**config.mk**
```make
export PLATFORM = sky130hd
export DESIGN_NAME = axi_addr_gate_flat
export DESIGN_NICKNAME = d
export VERILOG_FILES = /design/src/rtl/axi_addr_gate_if.sv /design/src/rtl/axi_addr_gate.sv /design/src/flat_wrapper.sv
export SDC_FILE = /design/constraint.sdc
export NUM_CORES = 1
export LEC_CHECK = 0
export BUFFER_PORTS_ARGS = -buffer_cell sky130_fd_sc_hd__buf_2
export CORE_AREA = 2 2 101 84
export DETAILED_ROUTE_END_ITERATION = 16
export DIE_AREA = 0 0 103 86
export HOLD_SLACK_MARGIN = 0.03
export PLACE_DENSITY = 0.86
export SYNTH_ARGS = -nofsm -noshare
export SYNTH_HDL_FRONTEND = slang
export SYNTH_SLANG_ARGS = --single-unit
```
**constraint.sdc**
```tcl
create_clock -name clk_i -period 2 [get_ports clk_i]
set_input_delay 0.1 -clock clk_i [delete_from_list [all_inputs] [get_ports clk_i]]
set_output_delay 0.1 -clock clk_i [all_outputs]
set_load 0.05 [all_outputs]
```
**src/rtl/axi_addr_gate_if.sv**
```systemverilog
// -----------------------------------------------------------------------------
// axi_addr_gate_if
// Bundles the signals of the address admission stage:
//   s_*              upstream request channel (valid/ready, ID, address, target)
//   m_*              downstream request channel (valid/ready plus head payload)
//   a_*              attempt information for the ordering/outstanding tracker
//   *_stall_i        stall indications returned by the tracker
//   stall_clr_i      clears the stall counter and the sticky timeout flag
//   stall_timeout_o  sticky flag for a head that stayed stalled too long
// Modports:
//   slave  - the gate itself (consumes s_*, produces m_* / a_*)
//   master - the environment around the gate (produces s_*, consumes m_* / a_*)
// -----------------------------------------------------------------------------
interface axi_addr_gate_if #(
    parameter int W_ID   = 6,
    parameter int W_ADDR = 32,
    parameter int W_TGT  = 3
);
    logic              s_valid_i;
    logic              s_ready_o;
    logic [W_ID-1:0]   s_id_i;
    logic [W_ADDR-1:0] s_addr_i;
    logic [W_TGT-1:0]  s_target_slave_i;

    logic              m_valid_o;
    logic              m_ready_i;
    logic [W_ID-1:0]   m_id_o;
    logic [W_ADDR-1:0] m_addr_o;
    logic [W_TGT-1:0]  m_target_slave_o;

    logic              a_valid_o;
    logic              a_ready_o;
    logic [W_ID-1:0]   a_id_o;
    logic [W_TGT-1:0]  a_target_slave_o;

    logic              deadlock_stall_i;
    logic              ost_stall_i;
    logic              stall_clr_i;
    logic              stall_timeout_o;

    modport slave (
        input  s_valid_i, s_id_i, s_addr_i, s_target_slave_i,
        output s_ready_o,
        output m_valid_o, m_id_o, m_addr_o, m_target_slave_o,
        input  m_ready_i,
        output a_valid_o, a_ready_o, a_id_o, a_target_slave_o,
        input  deadlock_stall_i, ost_stall_i, stall_clr_i,
        output stall_timeout_o
    );

    modport master (
        output s_valid_i, s_id_i, s_addr_i, s_target_slave_i,
        input  s_ready_o,
        input  m_valid_o, m_id_o, m_addr_o, m_target_slave_o,
        output m_ready_i,
        input  a_valid_o, a_ready_o, a_id_o, a_target_slave_o,
        output deadlock_stall_i, ost_stall_i, stall_clr_i,
        input  stall_timeout_o
    );
endinterface

```
**src/rtl/axi_addr_gate.sv**
```systemverilog
// -----------------------------------------------------------------------------
// axi_addr_gate
// Address-channel admission stage in front of the per-slave-port ordering /
// outstanding tracker. Requests land in a 2-entry skid queue (entry0 = head,
// entry1 = skid); the head is shown to the tracker every cycle and forwarded
// downstream only while the tracker reports no deadlock/outstanding stall.
// Once a head has been offered downstream without being taken it is committed
// and stays valid regardless of stalls until the handshake completes.
// A saturating counter measures consecutive stalled cycles and raises a sticky
// timeout flag once it has reached STALL_MAX_CNT.
//
// Ports:
//   clk_i     clock
//   reset_i   synchronous active-high reset
//   bus       axi_addr_gate_if.slave (upstream, downstream, tracker, stall status)
//   stat_dl_cnt_o / stat_ost_cnt_o  stall statistics (only with the macro below)
//
// Build option: define AXI_ADDR_GATE_STATS_EN to add the two 16-bit saturating
// stall statistics counters and their output ports.
// -----------------------------------------------------------------------------
module axi_addr_gate #(
    parameter int NUM_SLAVE     = 8,
    parameter int W_ID          = 6,
    parameter int W_ADDR        = 32,
    parameter int STALL_MAX_CNT = 1023
) (
    input  logic                 clk_i,
    input  logic                 reset_i,
    axi_addr_gate_if.slave       bus
`ifdef AXI_ADDR_GATE_STATS_EN
    ,
    output logic [15:0]          stat_dl_cnt_o,
    output logic [15:0]          stat_ost_cnt_o
`endif
);
    localparam int NUM_SLAVE_LOG2 = $clog2(NUM_SLAVE);
    localparam int W_STALL        = $clog2(STALL_MAX_CNT + 1);
    localparam int W_PL           = NUM_SLAVE_LOG2 + W_ID + W_ADDR;
    localparam logic [W_STALL-1:0] STALL_MAX = W_STALL'(STALL_MAX_CNT);

    // Queue occupancy doubles as the state of the skid queue.
    typedef enum logic [1:0] {
        ST_EMPTY = 2'd0,
        ST_ONE   = 2'd1,
        ST_FULL  = 2'd2
    } state_t;

    state_t              r_state, w_state_next;
    logic [W_PL-1:0]     r_e0, r_e1, w_e0_next, w_e1_next;
    logic [W_PL-1:0]     w_in;
    logic                r_s_ready;
    logic                r_commit, w_commit_next;
    logic [W_STALL-1:0]  r_stall_cnt, w_stall_cnt_next;
    logic                r_timeout, w_timeout_next;

    logic                w_busy, w_stalled, w_m_valid, w_push, w_pop;

    assign w_in      = {bus.s_target_slave_i, bus.s_id_i, bus.s_addr_i};
    assign w_busy    = (r_state != ST_EMPTY);
    assign w_stalled = bus.deadlock_stall_i | bus.ost_stall_i;
    // A committed head ignores stalls so valid cannot drop before the handshake.
    assign w_m_valid = w_busy & (r_commit | ~w_stalled);
    assign w_push    = bus.s_valid_i & r_s_ready;
    assign w_pop     = w_m_valid & bus.m_ready_i;

    // Queue next-state and payload movement. Input is only ever written into
    // a register, never passed straight to the head outputs.
    always_comb begin
        w_state_next = r_state;
        w_e0_next    = r_e0;
        w_e1_next    = r_e1;
        case (r_state)
            ST_EMPTY: begin
                if (w_push) begin
                    w_e0_next    = w_in;
                    w_state_next = ST_ONE;
                end
            end
            ST_ONE: begin
                if (w_push && w_pop) begin
                    w_e0_next = w_in;
                end else if (w_push) begin
                    w_e1_next    = w_in;
                    w_state_next = ST_FULL;
                end else if (w_pop) begin
                    w_state_next = ST_EMPTY;
                end
            end
            ST_FULL: begin
                if (w_pop) begin
                    w_e0_next    = r_e1;
                    w_state_next = ST_ONE;
                end
            end
            default: w_state_next = ST_EMPTY;
        endcase
    end

    always_comb begin
        w_commit_next = r_commit;
        if (w_pop) begin
            w_commit_next = 1'b0;
        end else if (w_m_valid && !bus.m_ready_i) begin
            w_commit_next = 1'b1;
        end

        w_stall_cnt_next = r_stall_cnt;
        if (w_pop || bus.stall_clr_i || !w_busy) begin
            w_stall_cnt_next = '0;
        end else if (!w_m_valid && (r_stall_cnt != STALL_MAX)) begin
            w_stall_cnt_next = r_stall_cnt + 1'b1;
        end

        // Clear has priority over a simultaneous set.
        w_timeout_next = r_timeout | (r_stall_cnt == STALL_MAX);
        if (bus.stall_clr_i) begin
            w_timeout_next = 1'b0;
        end
    end

    always_ff @(posedge clk_i) begin
        if (reset_i) begin
            r_state     <= ST_EMPTY;
            r_e0        <= '0;
            r_e1        <= '0;
            r_s_ready   <= 1'b1;
            r_commit    <= 1'b0;
            r_stall_cnt <= '0;
            r_timeout   <= 1'b0;
        end else begin
            r_state     <= w_state_next;
            r_e0        <= w_e0_next;
            r_e1        <= w_e1_next;
            // Ready is precomputed from the next occupancy so it is a pure flop.
            r_s_ready   <= (w_state_next != ST_FULL);
            r_commit    <= w_commit_next;
            r_stall_cnt <= w_stall_cnt_next;
            r_timeout   <= w_timeout_next;
        end
    end

    assign bus.s_ready_o        = r_s_ready;
    assign bus.m_valid_o        = w_m_valid;
    assign {bus.m_target_slave_o, bus.m_id_o, bus.m_addr_o} = r_e0;
    assign bus.a_valid_o        = w_busy;
    assign bus.a_ready_o        = w_pop;
    assign bus.a_id_o           = bus.m_id_o;
    assign bus.a_target_slave_o = bus.m_target_slave_o;
    assign bus.stall_timeout_o  = r_timeout;

`ifdef AXI_ADDR_GATE_STATS_EN
    logic [15:0] r_stat_dl, r_stat_ost;
    logic        w_stat_en;

    // Only uncommitted pending heads are really held back by a stall.
    assign w_stat_en = w_busy & ~r_commit;

    always_ff @(posedge clk_i) begin
        if (reset_i || bus.stall_clr_i) begin
            r_stat_dl  <= '0;
            r_stat_ost <= '0;
        end else begin
            if (w_stat_en && bus.deadlock_stall_i && (r_stat_dl != 16'hFFFF)) begin
                r_stat_dl <= r_stat_dl + 16'd1;
            end
            if (w_stat_en && bus.ost_stall_i && (r_stat_ost != 16'hFFFF)) begin
                r_stat_ost <= r_stat_ost + 16'd1;
            end
        end
    end

    assign stat_dl_cnt_o  = r_stat_dl;
    assign stat_ost_cnt_o = r_stat_ost;
`endif
endmodule

```
**src/flat_wrapper.sv**
```systemverilog
// flat-port wrapper written by rule: the top's interface ports become plain ports
module axi_addr_gate_flat 
#(
    parameter int NUM_SLAVE     = 8,
    parameter int W_ID          = 6,
    parameter int W_ADDR        = 32,
    parameter int STALL_MAX_CNT = 1023
)
  (clk_i, reset_i, bus_s_valid_i, bus_s_id_i, bus_s_addr_i, bus_s_target_slave_i, bus_s_ready_o, bus_m_valid_o, bus_m_id_o, bus_m_addr_o, bus_m_target_slave_o, bus_m_ready_i, bus_a_valid_o, bus_a_ready_o, bus_a_id_o, bus_a_target_slave_o, bus_deadlock_stall_i, bus_ost_stall_i, bus_stall_clr_i, bus_stall_timeout_o);
  axi_addr_gate_if #(.W_ID(W_ID), .W_ADDR(W_ADDR), .W_TGT(3)) bus_i ();
  input  logic clk_i;
  input  logic reset_i;
  input wire logic [$bits(bus_i.s_valid_i)-1:0] bus_s_valid_i;
  input wire logic [$bits(bus_i.s_id_i)-1:0] bus_s_id_i;
  input wire logic [$bits(bus_i.s_addr_i)-1:0] bus_s_addr_i;
  input wire logic [$bits(bus_i.s_target_slave_i)-1:0] bus_s_target_slave_i;
  output wire logic [$bits(bus_i.s_ready_o)-1:0] bus_s_ready_o;
  output wire logic [$bits(bus_i.m_valid_o)-1:0] bus_m_valid_o;
  output wire logic [$bits(bus_i.m_id_o)-1:0] bus_m_id_o;
  output wire logic [$bits(bus_i.m_addr_o)-1:0] bus_m_addr_o;
  output wire logic [$bits(bus_i.m_target_slave_o)-1:0] bus_m_target_slave_o;
  input wire logic [$bits(bus_i.m_ready_i)-1:0] bus_m_ready_i;
  output wire logic [$bits(bus_i.a_valid_o)-1:0] bus_a_valid_o;
  output wire logic [$bits(bus_i.a_ready_o)-1:0] bus_a_ready_o;
  output wire logic [$bits(bus_i.a_id_o)-1:0] bus_a_id_o;
  output wire logic [$bits(bus_i.a_target_slave_o)-1:0] bus_a_target_slave_o;
  input wire logic [$bits(bus_i.deadlock_stall_i)-1:0] bus_deadlock_stall_i;
  input wire logic [$bits(bus_i.ost_stall_i)-1:0] bus_ost_stall_i;
  input wire logic [$bits(bus_i.stall_clr_i)-1:0] bus_stall_clr_i;
  output wire logic [$bits(bus_i.stall_timeout_o)-1:0] bus_stall_timeout_o;
  assign bus_i.s_valid_i = bus_s_valid_i;
  assign bus_i.s_id_i = bus_s_id_i;
  assign bus_i.s_addr_i = bus_s_addr_i;
  assign bus_i.s_target_slave_i = bus_s_target_slave_i;
  assign bus_s_ready_o = bus_i.s_ready_o;
  assign bus_m_valid_o = bus_i.m_valid_o;
  assign bus_m_id_o = bus_i.m_id_o;
  assign bus_m_addr_o = bus_i.m_addr_o;
  assign bus_m_target_slave_o = bus_i.m_target_slave_o;
  assign bus_i.m_ready_i = bus_m_ready_i;
  assign bus_a_valid_o = bus_i.a_valid_o;
  assign bus_a_ready_o = bus_i.a_ready_o;
  assign bus_a_id_o = bus_i.a_id_o;
  assign bus_a_target_slave_o = bus_i.a_target_slave_o;
  assign bus_i.deadlock_stall_i = bus_deadlock_stall_i;
  assign bus_i.ost_stall_i = bus_ost_stall_i;
  assign bus_i.stall_clr_i = bus_stall_clr_i;
  assign bus_stall_timeout_o = bus_i.stall_timeout_o;
  axi_addr_gate #(.NUM_SLAVE(NUM_SLAVE), .W_ID(W_ID), .W_ADDR(W_ADDR), .STALL_MAX_CNT(STALL_MAX_CNT)) u_core (.clk_i(clk_i), .reset_i(reset_i), .bus(bus_i));
endmodule
```
==> metrics.csv, run 1 <==
stage,metric,value,unit
status,status,finished clean,
yosys,number of flops mapped to enable cells by yosys,0,
power_and_ir_drop,Leakage,2.11,nW
routing,drt first-iter violations,179,
routing,total iterations of the first detailed-routing run,4,
routing,via/cell ratio,5.46,
global_route,first-pass GRT wire length,16600,µm
yosys,Synth top area share,48.7,%
worst_setup_path,Crit-path slowest cell,nor2b_1,
sta,Setup WS post-layout,0.103,ns
floorplan,Core Area,7760,µm²
worst_setup_path,Slowest Stage Delay on Critical Path,0.53,ns
placed_design,worst slack at placement,-0.000538,ns
min_path,Hold WC Path Type,primary input to register,
global_route,Overall Global Routing Usage,24.0,%
finish,register area,1940,µm²
floorplan,DIE AREA,8860,µm²
yosys,sequential area share after synthesis,48.7,%
worst_setup_path,CP bufs+invs,0,
sta,Final Skew,0.00782,ns
yosys,Synth area leader,dfxtp_1,
global_route,Overflow after GRT,0,
clock_tree,CTS tree,built,
floorplan,Die W,103,µm
finish,share of cells above drive strength 1,32.8,%
yosys,Synth cell types,40,
clock_tree,Sink Count,97,
worst_setup_path,Setup crit end kind,register,
sta,final slew viol count,0,
power_and_ir_drop,Power Dens Cells,884,nW/µm²
finish,area of the multi-input gates,1760,µm²
yosys,"Primary FF master, synth",dfxtp_1,
yosys,most frequent cells after synthesis,"97 x dfxtp_1, 47 x a21oi_1, 46 x nor2_1",
floorplan,I/O pin cnt,103,
worst_setup_path,worst path arrival time,2.15,ns
global_route,vias in the first global route,3440,
yosys,Avg Inst Size Synth,9.65,µm²
floorplan,die height,86,µm
clock_tree,later-pin clock latency in the skew report,0.36,ns
power_and_ir_drop,Internal,2.96,mW
worst_setup_path,crit start category,register,
routing,wire per inst,15.8,µm
worst_setup_path,R2R depth,4,
worst_setup_path,instance count on the critical path,4,
yosys,Ys Warns,0,
yosys,Cells after Synth,413,
global_route,initial antenna violation count,0,
finish,"Core Util, Final",66.9,%
worst_setup_path,"delay-heaviest family, CP",compound AO/OA/AOI/OAI gates,
sta,Least-Margin Pin Slew,0.725,ns
yosys,Synth area leaders,"dfxtp_1 49%, o221a_2 12%, mux2i_1 11%",
worst_setup_path,CP required,2.25,ns
floorplan,FP Rows,29,
min_path,WHS Endpoint,u_core.r_e1[32],
finish,Filler Cells Inserted,637,
routing,via count,3568,
clock_tree,clock root cell,clkbuf_8,
run,Max-Cap Viols,0,
sta,Tcrit/Tclk final,94.8,%
worst_setup_path,crit-path max FO,21,
finish,layout net count,589,
yosys,#FFs+latches synth,97,
finish,ant diodes,0,
worst_setup_path,RR Endpoint,u_core.r_e0[28],
sta,Hold WS,0.0492,ns
yosys,Post-synth ARST share,0,%
worst_setup_path,kind of critical path,register to register,
yosys,"Cell Area, Synth",3990,µm²
sta,"Setup violations, final",0,
min_path,Hold Path Stages,3,
yosys,Synth Net Count,462,
routing,DRC viols,0,
routing,post-route ant nets,0,
sta,worst relative slew slack,51.5,%
finish,Synth-to-Final Area Change,30.3,%
power_and_ir_drop,Sw Share,35.4,%
global_route,largest net degree at the start of global routing,75,
clock_tree,CTS max path bufs,2,
sta,min cycle time layout,1.90,ns
sta,RSZ-0062 raised after global routing,false,
power_and_ir_drop,NetSw,1.63,mW
power_and_ir_drop,worst vdd ir,0.458,mV
clock_tree,Max H-tree Level,3,
power_and_ir_drop,clock power share,26.4,%
min_path,Worst Min Path Start,bus_s_id_i[0],
worst_setup_path,reg2reg start,u_core.bus.s_ready_o,
sta,"Hold Vio Cnt, Final",0,
yosys,"count leader, synth",dfxtp_1,
floorplan,Starting Density,51.3,%
placed_design,detailed placer's ending HPWL,5950,µm
worst_setup_path,r2r setup slk,0.10,ns
sta,Fmax,527,MHz
power_and_ir_drop,Gate power share,26.4,%
power_and_ir_drop,Seq pwr share,47.2,%
routing,total wire length,10300,µm
placed_design,Port Buffers,102,
power_and_ir_drop,Power Total,4.59,mW
clock_tree,clk slew on worst S/H paths,0.09,ns
worst_setup_path,"critical path, cell by cell",and2_1 -> nor2b_1 -> o21ai_4 -> o221a_2,
placed_design,RD Place Congestion,0.828,
clock_tree,clock buffer count from CTS,9,
-- sequential cells by signal, summed over array words and instances (netlist names) --
register / flops
u_core.r_state: 2
u_core.r_e0: 41
u_core.bus.s_ready_o: 1
u_core.bus.stall_timeout_o: 1
u_core.r_e1: 41
u_core.r_stall_cnt: 10
u_core.r_commit: 1
-- worst register-to-register path, stage by stage (launching register included) --
cell and delay, ns:
dfxtp_1 0.36, and2_1 0.17, nor2b_1 0.53, o21ai_4 0.36, o221a_2 0.38
-- area by class of cell --
type	instances	area share (%)
multi-input cells	236	33.9
inverters	45	3.25
flip-flops and latches	97	37.4
clock inverters	6	0.988
clock buffers	10	2.65
repair buffers	151	19.2
well taps	108	2.60
-- metrics by stage --
stage,TNS [ns],area (µm²),cells
global placement,0,4560,594
global route,0,5190,653
floorplan,0,3990,413
detailed placement,-0.000538,4560,594
CTS,0,5170,653
finish,0,5190,653
-- timing repair --
| action | in CTS | in global routing |
|---|---|---|
| pin swaps | 2 | 0 |
| endpoints found under the hold margin | 71 | 0 |
| buffers inserted | 0 | 0 |
| endpoints found under the setup margin | 41 | 21 |
| gates resized for setup | 0 | 3 |
| gates cloned | 2 | 0 |
| hold buffers | 41 | 0 |
-- worst max-delay path by stage --
stage                                     from         endpoint  slack (ns)
final                     u_core.bus.s_ready_o  u_core.r_e0[28]        0.10
after global routing         u_core.r_state[1]  u_core.r_e1[31]        0.06
after detailed placement       u_core.r_commit  u_core.r_e0[28]     -0.0005
after CTS                    u_core.r_state[1]  u_core.r_e0[30]        0.03
after floorplan           u_core.bus.s_ready_o  u_core.r_e1[10]        0.20
after global placement         u_core.r_commit   u_core.r_e0[0]        0.04
-- layer usage --
| metal | wire length (µm) | up-vias | global-route usage (%) |
|---|---|---|---|
| met2 | 5180 | 136 | 42.9 |
| met5 | 0 | - | 0 |
| met4 | 122 | 0 | 9.09 |
| li1 | - | 1719 | - |
| met3 | 658 | 11 | 4.73 |
| met1 | 4380 | 1702 | 28.3 |
-- cells by family after synthesis --
group / after synthesis / synth area share (%)
buffers and inverters: 82 / 8.70
DFF: 97 / 48.7
muxes: 42 / 10.5
adders and majority gates: 1 / 0.314
and+or+nand+nor: 78 / 9.20
AOI/OAI and AO/OA: 113 / 22.5
-- placed cells by master, fill, tap and decap left out, types with 4 or more instances in the layout --
cell type / Yosys / final
inv_1: 45 / 45
dlygate4sd3_1: 0 / 41
nor2_1: 46 / 46
buf_4: 9 / 6
o21ai_4: 0 / 4
nor3_1: 5 / 5
clkbuf_8: 0 / 10
dfxtp_1: 97 / 97
o21ai_0: 4 / 4
o221a_2: 41 / 41
buf_2: 4 / 102
nand2_1: 5 / 5
mux2i_1: 42 / 42
a21oi_1: 47 / 47
-- power by group through the flow --
stage	logic (mW)	clock network (mW)	registers, mW
2_1_floorplan	0.499	0	2.55
3_3_place_gp	1.09	0	2.20
3_5_place_dp	1.11	0	2.20
4_1_cts	1.20	1.24	2.16
5_1_grt	1.29	1.31	2.18
6_report	1.21	1.21	2.17
(Power assumes the default switching activity.)
==> run 2, diff against run 1 <==
--- a/config.mk
+++ b/config.mk
@@ -6,11 +6,12 @@
 export NUM_CORES = 1
 export LEC_CHECK = 0
 export BUFFER_PORTS_ARGS = -buffer_cell sky130_fd_sc_hd__buf_2
-export CORE_AREA = 2 2 101 84
+export CAP_MARGIN = 15
+export CORE_AREA = 2 2 106 88
 export DETAILED_ROUTE_END_ITERATION = 16
-export DIE_AREA = 0 0 103 86
+export DIE_AREA = 0 0 108 90
 export HOLD_SLACK_MARGIN = 0.03
-export PLACE_DENSITY = 0.86
+export PLACE_DENSITY = 0.83
 export SYNTH_ARGS = -nofsm -noshare
 export SYNTH_HDL_FRONTEND = slang
 export SYNTH_SLANG_ARGS = --single-unit
==> constraint.sdc (replaced) <==
create_clock -name clk_i -period 1.62 [get_ports clk_i]
set_input_delay 0.081 -clock clk_i [delete_from_list [all_inputs] [get_ports clk_i]]
set_output_delay 0.081 -clock clk_i [all_outputs]
set_load 0.05 [all_outputs]
==> metrics.csv, run 2 (same netlist as run 1, synthesis figures left out) <==
stage,metric,value,unit
worst_setup_path,instance count on the critical path,5,
finish,post-route cell area,5690,µm²
floorplan,die height,90,µm
clock_tree,clock buffer count from CTS,9,
routing,drt first-iter violations,187,
finish,most frequent cells in the layout,"100 x buf_2, 94 x dfxtp_1, 45 x nor2_1",
routing,wire per inst,16.6,µm
global_route,gr busiest metal,met2,
worst_setup_path,Critical Path End,u_core.r_stall_cnt[3],
worst_setup_path,kind of critical path,register to register,
placed_design,Port Buffers,102,
worst_setup_path,"critical path, cell by cell",o21bai_4 -> buf_6 -> a2111o_1 -> or4_4 -> nand2_2,
clock_tree,Sink Count,97,
routing,total wire length,11400,µm
sta,final slew viol count,0,
worst_setup_path,RR Endpoint,u_core.r_stall_cnt[3],
worst_setup_path,worst path arrival time,2.03,ns
finish,ant diodes,0,
power_and_ir_drop,Seq pwr share,44.8,%
finish,"most common cell after layout, fill and taps aside",buf_2,
global_route,global routing usage on met3,5.58,%
worst_setup_path,Crit-path slowest cell,or4_4,
global_route,initial antenna violation count,0,
global_route,met2 GRT Util,40.6,%
routing,via count,3706,
worst_setup_path,Setup crit end kind,register,
worst_setup_path,crit start category,register,
clock_tree,clock root cell,clkbuf_8,
sta,"Setup violations, final",49,
status,failing checks,setup timing,
global_route,Overflow after GRT,0,
worst_setup_path,CP bufs+invs,1,
clock_tree,CTS max path bufs,2,
finish,layout net count,617,
clock_tree,Max H-tree Level,3,
finish,share of cells above drive strength 1,40.7,%
power_and_ir_drop,NetSw,2.04,mW
power_and_ir_drop,Internal,3.93,mW
sta,Least-Margin Pin Slew,0.572,ns
sta,Setup WS post-layout,-0.107,ns
status,status,"finished, violations left",
power_and_ir_drop,clock power share,26.8,%
clock_tree,CTS tree,built,
floorplan,Core Area,8730,µm²
worst_setup_path,CP startpoint,u_core.r_commit,
power_and_ir_drop,worst vdd ir,0.539,mV
run,Max-Cap Viols,0,
worst_setup_path,reg2reg start,u_core.r_commit,
routing,DRC viols,0,
finish,area of the multi-input gates,1900,µm²
floorplan,DIE AREA,9720,µm²
clock_tree,later-pin clock latency in the skew report,0.36,ns
placed_design,dpl cell area,4720,µm²
global_route,vias in the first global route,3710,
floorplan,Die W,108,µm
floorplan,Starting Density,45.7,%
placed_design,RD Place Congestion,0.746,
sta,Fmax,579,MHz
routing,total iterations of the first detailed-routing run,4,
global_route,largest net degree at the start of global routing,83,
global_route,Overall Global Routing Usage,23.2,%
sta,RSZ-0062 raised after global routing,true,
sta,min cycle time layout,1.73,ns
worst_setup_path,"delay-heaviest family, CP",compound AO/OA/AOI/OAI gates,
finish,Top Registers,"u_core.r_e0 x41, u_core.r_e1 x41, u_core.r_stall_cnt x10",
sta,"Hold Vio Cnt, Final",0,
placed_design,detailed placer's ending HPWL,6440,µm
clock_tree,clk slew on worst S/H paths,0.10,ns
routing,post-route ant nets,0,
sta,Hold WS,0.0663,ns
floorplan,I/O pin cnt,103,
finish,Synth-to-Final Area Change,42.8,%
worst_setup_path,crit-path max FO,5,
sta,worst relative slew slack,61.8,%
power_and_ir_drop,Sw Share,34.2,%
worst_setup_path,R2R depth,5,
worst_setup_path,CP required,1.93,ns
power_and_ir_drop,Power Dens Cells,1050,nW/µm²
global_route,first-pass GRT wire length,17800,µm
min_path,Hold WC Path Type,primary input to register,
global_route,met1 Resource Use GR,27.6,%
power_and_ir_drop,Leakage,2.32,nW
routing,via/cell ratio,5.39,
finish,register area,1950,µm²
worst_setup_path,Slowest Stage Delay on Critical Path,0.52,ns
sta,Tcrit/Tclk final,107,%
finish,Filler Cells Inserted,668,
power_and_ir_drop,Gate power share,28.4,%
sta,Final Skew,0.0145,ns
floorplan,FP Rows,31,
worst_setup_path,r2r setup slk,-0.11,ns
-- run 2: cell count changes in the layout (fill, tap and decap cells not counted), moves of 3 or more --
cell / before / now
a21oi_2: 0 / 5
clkinvlp_4: 3 / 0
dfxtp_1: 97 / 94
buf_6: 1 / 7
a21oi_1: 47 / 42
dfxtp_2: 0 / 3
buf_12: 1 / 5
buf_4: 6 / 21
mux2i_2: 0 / 3
mux2i_1: 42 / 37
-- run 2: routing by layer --
metal	part of all wire (%)	wire length, µm
met5	0	0
met4	2.2	255
met3	4.2	479
met2	51	5810
met1	43	4880
-- run 2: worst min-delay path by stage --
| stage | start | end | slack (ns) | depth (start not counted) |
|---|---|---|---|---|
| floorplan | bus_stall_clr_i | u_core.bus.stall_timeout_o | 0.16 | 1 |
| global placement | bus_stall_clr_i | u_core.bus.stall_timeout_o | 0.29 | 2 |
| detailed placement | bus_stall_clr_i | u_core.bus.stall_timeout_o | 0.30 | 2 |
| CTS | reset_i | u_core.r_e1[34] | 0.04 | 2 |
| global route | reset_i | u_core.r_e1[34] | 0.05 | 2 |
| finish | reset_i | u_core.r_e1[34] | 0.07 | 2 |
-- run 2: timing repair --
item | 4_1_cts | 5_1_grt
endpoints found under the setup margin | 86 | 92
pin swaps | 6 | 5
gates resized for setup | 21 | 27
endpoints found under the hold margin | 81 | 0
hold buffers | 42 | 0
buffers inserted | 5 | 5
cloned | 5 | 1
-- run 2: power groups by stage --
stage	clock network (mW)	registers, mW	logic, mW
final	1.60	2.68	1.70
after global routing	1.73	2.70	1.79
after CTS	1.64	2.67	1.63
after detailed placement	0	2.72	1.44
after global placement	0	2.71	1.41
after floorplan	0	3.15	0.617
-- run 2: final cells by class --
type	count	area share [%]
Multi-Input combinational cell	237	33.5
Sequential cell	97	34.2
Inverter	45	2.97
Timing Repair Buffer	178	23.3
Clock buffer	10	2.42
Tap cell	115	2.53
Clock inverter	6	1.17
-- run 2: stage by stage --
step | TNS (ns) | instances | worst slack [ns] | total power [mW] | util [%]
2_1_floorplan | -0.00771 | 413 | -0.00771 | 3.77 | -
3_3_place_gp | -7.17 | 615 | -0.176 | 4.12 | 54.1
3_5_place_dp | -11.81 | 615 | -0.281 | 4.16 | 54.1
4_1_cts | -0.364 | 683 | -0.0587 | 5.94 | 63.4
5_1_grt | -3.20 | 688 | -0.112 | 6.21 | 65.2
6_report | -1.50 | 688 | -0.107 | 5.98 | 65.2
==> run 3, diff against run 2 <==
==> constraint.sdc (replaced) <==
create_clock -name clk_i -period 1.57 [get_ports clk_i]
set_input_delay 0.0785 -clock clk_i [delete_from_list [all_inputs] [get_ports clk_i]]
set_output_delay 0.0785 -clock clk_i [all_outputs]
set_load 0.05 [all_outputs]
==> metrics.csv, run 3 (same netlist as run 1, synthesis figures left out) <==
stage,metric,value,unit
finish,share of cells above drive strength 1,36.8,%
global_route,met1 Resource Use GR,24.5,%
finish,"most common cell after layout, fill and taps aside",buf_2,
routing,drt first-iter violations,145,
floorplan,Starting Density,45.7,%
routing,total wire length,9750,µm
worst_setup_path,RR Endpoint,u_core.r_e1[2],
global_route,initial antenna violation count,0,
sta,Tcrit/Tclk final,98.8,%
run,Max-Cap Viols,0,
routing,DRC viols,0,
sta,Least-Margin Pin Slew,0.404,ns
worst_setup_path,CP startpoint,u_core.r_state[1],
routing,via count,3497,
finish,Top Registers,"u_core.r_e0 x41, u_core.r_e1 x41, u_core.r_stall_cnt x10",
min_path,Worst Min Path Start,reset_i,
routing,total iterations of the first detailed-routing run,6,
finish,layout net count,606,
worst_setup_path,crit-path max FO,13,
clock_tree,CTS max path bufs,2,
worst_setup_path,CP required,1.80,ns
routing,wire per inst,14.4,µm
global_route,largest net degree at the start of global routing,83,
finish,Filler Cells Inserted,702,
finish,area of the multi-input gates,1760,µm²
finish,"Core Util, Final",62.5,%
min_path,Hold WC Path Type,primary input to register,
sta,Hold WS,0.130,ns
global_route,vias in the first global route,3530,
finish,Synth-to-Final Area Change,36.9,%
status,status,finished clean,
worst_setup_path,r2r setup slk,0.02,ns
sta,RSZ-0062 raised after global routing,true,
finish,register area,1950,µm²
routing,via/cell ratio,5.17,
worst_setup_path,Critical Path End,u_core.r_e1[2],
worst_setup_path,kind of critical path,register to register,
sta,Final Skew,0.00570,ns
clock_tree,clock root cell,clkbuf_8,
power_and_ir_drop,Power Total,5.99,mW
clock_tree,later-pin clock latency in the skew report,0.35,ns
sta,min cycle time layout,1.55,ns
sta,final slew viol count,0,
placed_design,Port Buffers,102,
clock_tree,Max H-tree Level,3,
floorplan,I/O pin cnt,103,
routing,post-route ant nets,0,
worst_setup_path,reg2reg start,u_core.r_state[1],
clock_tree,clk slew on worst S/H paths,0.09,ns
power_and_ir_drop,worst vdd ir,0.649,mV
worst_setup_path,Setup crit end kind,register,
clock_tree,Sink Count,97,
min_path,Hold Path Stages,3,
clock_tree,CTS tree,built,
global_route,met2 GRT Util,36.9,%
power_and_ir_drop,Power Dens Cells,1100,nW/µm²
floorplan,Die W,108,µm
global_route,Overall Global Routing Usage,20.7,%
worst_setup_path,crit start category,register,
floorplan,DIE AREA,9720,µm²
worst_setup_path,R2R depth,6,
power_and_ir_drop,Leakage,2.24,nW
global_route,gr busiest metal,met2,
floorplan,Core Area,8730,µm²
placed_design,RD Place Congestion,0.848,
clock_tree,clock buffer count from CTS,9,
placed_design,detailed placer's ending HPWL,6230,µm
global_route,Overflow after GRT,0,
floorplan,die height,90,µm
global_route,global routing usage on met3,4.42,%
floorplan,FP Rows,31,
worst_setup_path,worst path arrival time,1.79,ns
finish,ant diodes,0,
finish,most frequent cells in the layout,"100 x buf_2, 93 x dfxtp_1, 47 x a21oi_1",
sta,worst relative slew slack,73.0,%
sta,"Hold Vio Cnt, Final",0,
sta,Setup WS post-layout,0.0182,ns
sta,"Setup violations, final",0,
placed_design,worst slack at placement,-0.0762,ns
global_route,first-pass GRT wire length,16300,µm
sta,Fmax,644,MHz
-- run 3: changes by cell type in the layout (fill, tap and decap cells not counted), sizes merged --
cell / delta
buf: -7
o21ai: -3
clkinv: -2
clkbuf: -1
clkinvlp: +1
inv: +1
-- run 3: area by class of cell --
type | instances | share of cell area, %
flip-flops and latches | 97 | 35.7
clock inverters | 6 | 1.22
well taps | 115 | 2.64
repair buffers | 170 | 22.7
clock buffers | 10 | 2.34
multi-input cells | 234 | 32.3
inverters | 45 | 3.10
-- run 3: worst max-delay path: stages (launching register included) --
cell and delay (ns):
dfxtp_2 0.35, nand3b_1 0.24, a211oi_4 0.23, buf_6 0.16, buf_12 0.17, mux2i_1 0.24, nor2_1 0.05
-- run 3: repair_timing --
action                     CTS  global route
setup endpoints to repair   46            64
hold endpoints to repair    81             0
buffers inserted             5             0
hold buffers                42             0
resized for setup           11            11
gates cloned                 1             0
pin swaps                    5             4
-- run 3: how the worst min path moves through the flow --
stage / endpoint / slack (ns)
final: u_core.r_state[0] / 0.13
after CTS: u_core.r_state[0] / 0.07
after floorplan: u_core.bus.stall_timeout_o / 0.16
after global placement: u_core.bus.stall_timeout_o / 0.29
after detailed placement: u_core.bus.stall_timeout_o / 0.29
after global routing: u_core.r_state[0] / 0.11
-- run 3: per-stage QoR --
step,cells,TNS (ns),cell area (µm²)
6_report,677,0,5450
5_1_grt,677,-1.69,5450
4_1_cts,677,0,5420
3_5_place_dp,613,-0.836,4720
3_3_place_gp,613,0,4720
2_1_floorplan,413,-0.0107,4000
-- run 3: per-layer routing --
| metal | vias to the layer above | wire length, µm | part of all wire, % |
|---|---|---|---|
| met2 | 94 | 4940 | 51 |
| met4 | 0 | 154 | 1.6 |
| met3 | 12 | 397 | 4.1 |
| li1 | 1745 | - | - |
| met1 | 1646 | 4260 | 44 |
| met5 | - | 0 | 0 |
-- run 3: power breakdown --
group / internal [mW] / total (mW) / switching, mW
Clock: 0.745 / 1.61 / 0.866
Sequential: 2.65 / 2.76 / 0.110
Combinational: 0.569 / 1.62 / 1.05
